## config.mk

```make
export PLATFORM = sky130hd
export DESIGN_NAME = instruction_fetch
export DESIGN_NICKNAME = d
export VERILOG_FILES = /design/src/rtl/instruction_fetch.sv
export SDC_FILE = /design/constraint.sdc
export NUM_CORES = 1
export LEC_CHECK = 0
export CORE_MARGIN = 4
export CORE_UTILIZATION = 55
export CTS_BUF_LIST = sky130_fd_sc_hd__clkbuf_4 sky130_fd_sc_hd__clkbuf_8
export CTS_CLUSTER_SIZE = 10
export DETAILED_ROUTE_END_ITERATION = 8
export DONT_BUFFER_PORTS = 1
export GPL_ROUTABILITY_DRIVEN = 0
export PLACE_DENSITY = 0.7
export SYNTH_ARGS = -nofsm -noshare
export SYNTH_HDL_FRONTEND = slang
export SYNTH_SLANG_ARGS = --single-unit
```

## constraint.sdc

```tcl
create_clock -name clk -period 11.49 [get_ports clk]
set_input_delay 2.298 -clock clk [delete_from_list [all_inputs] [get_ports clk]]
set_output_delay 2.298 -clock clk [all_outputs]
set_load 0.01 [all_outputs]
```

## src/rtl/instruction_fetch.sv

```systemverilog
// Fetch stage: owns the PC, drives instruction memory and loads the IF/ID register.
// Handles stall, branch redirect with wrong-path squash, and counts valid fetches.
module instruction_fetch #(
   parameter logic [31:0] RESET_PC  = 32'h0000_0000,
   parameter logic [31:0] PC_STEP   = 32'd4,
   parameter logic [31:0] NOP_INSTR = 32'h0000_0000
) (
   input  logic        clk,
   input  logic        reset,
   input  logic [31:0] instruction,
   input  logic        stall,
   input  logic        branchTaken,
   input  logic [31:0] branchTarget,
   output logic [31:0] readAddress,
   output logic [31:0] ifidInstr,
   output logic [31:0] ifidPc,
   output logic [31:0] ifidPcPlus4,
   output logic        ifidValid,
   output logic        alignFault,
   output logic [31:0] fetchCount
);

   logic [31:0] pc_q, pc_d;
   logic [31:0] instr_q, instr_d;
   logic [31:0] ipc_q, ipc_d;
   logic [31:0] ipc4_q, ipc4_d;
   logic        valid_q, valid_d;
   logic        align_q, align_d;
   logic [31:0] cnt_q, cnt_d;
   logic [31:0] pc_next;

   assign pc_next = pc_q + PC_STEP;

   always_comb begin
      pc_d    = pc_q;
      instr_d = instr_q;
      ipc_d   = ipc_q;
      ipc4_d  = ipc4_q;
      valid_d = valid_q;
      cnt_d   = cnt_q;
      align_d = 1'b0;
      // A redirect squashes the word fetched this cycle, even if stalled.
      if (branchTaken) begin
         pc_d    = {branchTarget[31:2], 2'b00};
         instr_d = NOP_INSTR;
         valid_d = 1'b0;
         align_d = |branchTarget[1:0];
      end else if (!stall) begin
         pc_d    = pc_next;
         instr_d = instruction;
         ipc_d   = pc_q;
         ipc4_d  = pc_next;
         valid_d = 1'b1;
         cnt_d   = cnt_q + 32'd1;
      end
   end

   always_ff @(posedge clk or posedge reset) begin
      if (reset) begin
         pc_q    <= RESET_PC;
         instr_q <= NOP_INSTR;
         ipc_q   <= 32'h0;
         ipc4_q  <= 32'h0;
         valid_q <= 1'b0;
         align_q <= 1'b0;
         cnt_q   <= 32'h0;
      end else begin
         pc_q    <= pc_d;
         instr_q <= instr_d;
         ipc_q   <= ipc_d;
         ipc4_q  <= ipc4_d;
         valid_q <= valid_d;
         align_q <= align_d;
         cnt_q   <= cnt_d;
      end
   end

   assign readAddress = pc_q;
   assign ifidInstr   = instr_q;
   assign ifidPc      = ipc_q;
   assign ifidPcPlus4 = ipc4_q;
   assign ifidValid   = valid_q;
   assign alignFault  = align_q;
   assign fetchCount  = cnt_q;

endmodule

```

* Word-level counts from Yosys, hierarchy flattened
Cells that the tools add are included.
W data, S select, Z words.
** Cells by class
- $add $sub $neg :: 2
- Equality and inequality tests :: 1
- Muxes and demuxes :: 7
- Bitwise gates (word level) :: 2
- Reduce and logical (&&, ||, !) cells :: 2
** Operators with widths (number)
- $mux W32 :: 4
- $add A32 B1 Y32 const B :: 1
- $add A32 B3 Y32 const B :: 1
- $mux W1 :: 3
- $ne A2 B1 Y1 const B :: 1
- $not A1 Y1 :: 2
- $reduce_and A2 Y1 :: 1
- $reduce_or A2 Y1 :: 1
** Word-level totals
- Flip-flop bits (word level) :: 162
- Input bits :: 68
- Output and inout bits :: 162
- Logic and storage cells :: 21

* Depth between registers and ports, before layout
- Depth after elaboration :: 3
- Gate-level depth with buffers :: 7
- Depth with buffers taken out :: 5

* Worst setup path after synthesis
Ideal clock, no wire load.
- Path type :: input port to flip-flop
- From :: in branchTaken
- To :: reg cnt_q[28] (netlist: fetchCount[28])
- Data arrival time :: 3.680 ns
- Data required time :: 11.364 ns
- Slack :: 7.684 ns
- Stages on the path :: 5
- Path buffers :: 1
- Cells stage by stage :: or3b_2 -> clkbuf_1 -> nor4_2 -> nand4_1 -> xnor2_1
** On the way
- Longest elaborated chain between the ends :: 2
** RTL lines
- start: declaration :: line 12 : input logic branchTaken,
- $not A1 Y1 (no line)
- $reduce_and A2 Y1 (no line)
- end signal: assignment :: line 74 : cnt_q <= cnt_d;
- end: declaration :: line 29 : logic [31:0] cnt_q, cnt_d;
No other way between the ends.
A chain may end at the register's enable or synchronous reset.

* Worst setup path after layout
- From :: in stall
- To :: reg cnt_q[13] (netlist: fetchCount[13])
** On the way
- Longest elaborated chain between the ends :: 2
** RTL lines
- start: declaration :: line 11 : input logic stall,
- $not A1 Y1 (no line)
- $reduce_and A2 Y1 (no line)
No other way between the ends.

==> out/qor.csv <==
metric,value,unit
Post-synth EDFFs,0,
Num CTS Buffers,17,
worst-margin pin slew,1.03,ns
minimum clock period,3.57,ns
CTS tree,done,
period utilisation layout,31.0,%
Setup CP Type,primary input to flop,
Post-Syn Area per Cell,9.71,um2
Non-Filler Instances,899,
worst reg2reg setup slack,8.80,ns
clock tree sinks,156,
Setup crit start,stall,
Chip Width,123,um
share of layout cells above drive strength 1,6.46,%
"Area growth, synth to finish",5.94,%
Starting Density,57.0,%
Clock Skews,0.00850,ns
Leak,0.00334,uW
FF-to-FF Start,readAddress[2],
Resized Gates After CTS,0,
clock network latency to the later pin of the worst-skew pair,0.44,ns
height of the die,123,um
hold_buf cts,0,
Gate Count Post-Synth,750,
CTS Buffer Depth,2,
total power,1270,uW
placed instance count,867,
crit-path leading delay family,simple AND/OR/NAND/NOR gates,
pre-CTS setup slack,7.48,ns
DR WL/cell,20.4,um
crit path cell chain,or2_2 -> nor4_2 -> nand4_1 -> xnor2_1,
antenna-violating nets left,0,
core area,0.0128,mm2
Port Buf Inserts,0,
I/O pin count,230,
"critical path fanouts, max",57,
Peak Freq,280,MHz
largest net degree at the start of global routing,80,
final worst setup slack,7.92,ns
CP Capture Type,flop,
max-slew violations,0,
die footprint,0.0152,mm2
Mapped Area,0.00729,mm2
total routed wirelength,18.4,mm
post-CTS setup buffer count,0,
Residual DRC,0,
setup TNS,0,ns
vias in the first global route,5498,
startpoint types,primary input,
CP Buf/Inv Count,0,
htree depth,4,
hold crit path type,flop to flop,
1st-iter DRT viols,490,
NumNets Final,784,
Worst EP required,11.81,ns
CP max stage cell,nor4_2,
first-pass iteration count of the detailed router,4,
Pwr Density,164,mW/mm2
Netlist cell types,45,
RSZ-0062 raised after global routing,false,
clk slew on worst S/H paths,0.08,ns
Max Cap Violations,0,
initial antenna violation count,0,
Hold Crit Start,ifidPc[6],
crit-path max cell delay,0.89,ns
Final Hold Viols,0,
Root Buffer,clkbuf_8,
GR Util All Layers,24.9,%
status,completed,
asr flop ratio synth,100,%
Slew headroom,30.6,%
Final Setup Violations,0,
Via Count,5455,
DP Wirelength,12.7,mm
via/cell ratio,6.07,
"FF+latch count, synth",156,
Antenna Cells,0,
WP data arrival,3.88,ns
"Seq/Total Area, Yosys",53.6,%
most used flip-flop cell after synthesis,dfrtp_1,
WHS,0.553,ns
remaining global-route overflow,0,
peak supply drop,0.0784,mV
Syn. warnings,0,
first-pass GRT wire length,29.1,mm
num rows,41,
[tightest hold or removal path: stages, from the launching register on]
cell and delay (ns):
dfrtp_1 0.40, nand2_1 0.06, nand2_1 0.06
[Yosys cell counts, types with 9 or more instances]
master    instances  share of area [%]
mux2i_1          33                4.5
xor2_1           15                1.8
and4_1           10                1.2
clkbuf_1         41                2.1
o31ai_1          17                1.8
buf_4             9               0.93
nor2_1           72                3.7
nand2_1         141                7.3
o21ai_0          37                2.5
dfrtp_1         156                 54
nand3_1          24                1.6
a31oi_1          26                2.2
nand4_1          25                2.1
or3_1             9               0.77
or4_1            23                2.4
xnor2_1          40                4.8
[routing by layer]
metal | vias to the layer above | share of wire (%) | global-route usage [%]
met1 | 2696 | 40 | 31.3
met3 | 30 | 10 | 9.88
met5 | - | 0 | 0
li1 | 2516 | - | -
met4 | 0 | 2.2 | 9.90
met2 | 213 | 47 | 38.8
[flip-flops by register name, summed over array words and instances (netlist names)]
name         cells
alignFault       1
fetchCount      32
ifidInstr       32
ifidPc          30
ifidPcPlus4     30
ifidValid        1
readAddress     30
[power breakdown]
group	switching, uW	internal [uW]
Combinational	62.8	47.0
Sequential	106	606
Clock	201	247
[cells by family (layout without fill, tap and decap cells)]
kind of cell | Yosys count | count (layout) | synth area share (%)
mux | 33 | 33 | 4.53
buf+inv | 68 | 40 | 4.17
other cells | 1 | 6 | 0.0515
fa+ha+maj | 2 | 2 | 0.343
simple gates | 344 | 344 | 23.1
compound gates | 91 | 91 | 7.64
xor+xnor | 55 | 55 | 6.61
flops | 156 | 156 | 53.6
[cell type report]
type / instances / area, um2
Tap cell: 172 / 215
Inverter: 5 / 23.8
Timing Repair Buffer: 3 / 22.5
Clock buffer: 23 / 310
Sequential cell: 156 / 3900
Clock inverter: 9 / 133
Multi-Input combinational cell: 531 / 3110
Fill cell: 1100 / 5050
[final timing paths]
kind / to / cells after the start
worst min register to register: ifidPc[6] / 2
worst max register to register: readAddress[28] / 5
max in group asynchronous: readAddress[22] / 2
worst min-delay path: ifidPc[6] / 2
worst max-delay path: fetchCount[13] / 4
min in group asynchronous: ifidPc[27] / 1
[cell usage in the layout, fill, tap and decap left out, types with 2 or more instances in the layout]
cell	Yosys	final
dfrtp_1	156	156
nand3_1	24	24
nor4_1	6	5
xnor2_1	40	40
o21ai_0	37	37
or4_1	23	23
clkbuf_8	0	22
buf_4	9	3
nor4_2	1	2
and2_1	3	3
nor2_1	72	71
bufinv_16	0	3
clkinvlp_4	0	2
a31oi_1	26	26
or3_1	9	9
mux2i_1	33	33
nand2b_1	2	2
nand4_1	25	25
nand4b_1	2	2
nor3_1	6	6
or2_2	2	2
inv_6	0	2
inv_1	5	4
nand2_1	141	141
xor2_1	15	15
o211ai_1	4	4
nor2b_1	4	4
and4_1	10	10
and3_1	6	6
o31ai_1	17	17
ha_1	2	2
clkinv_2	0	2
a22oi_1	3	3
conb_1	1	6
[through the flow]
| stage | util [%] | cell area (um2) |
|---|---|---|
| floorplan | - | 7300 |
| global placement | 57.0 | 7280 |
| detailed placement | 57.0 | 7280 |
| CTS | 60.4 | 7720 |
| global route | 60.4 | 7720 |
| finish | 60.4 | 7720 |
No activity file was read; power rests on OpenSTA's default activity.
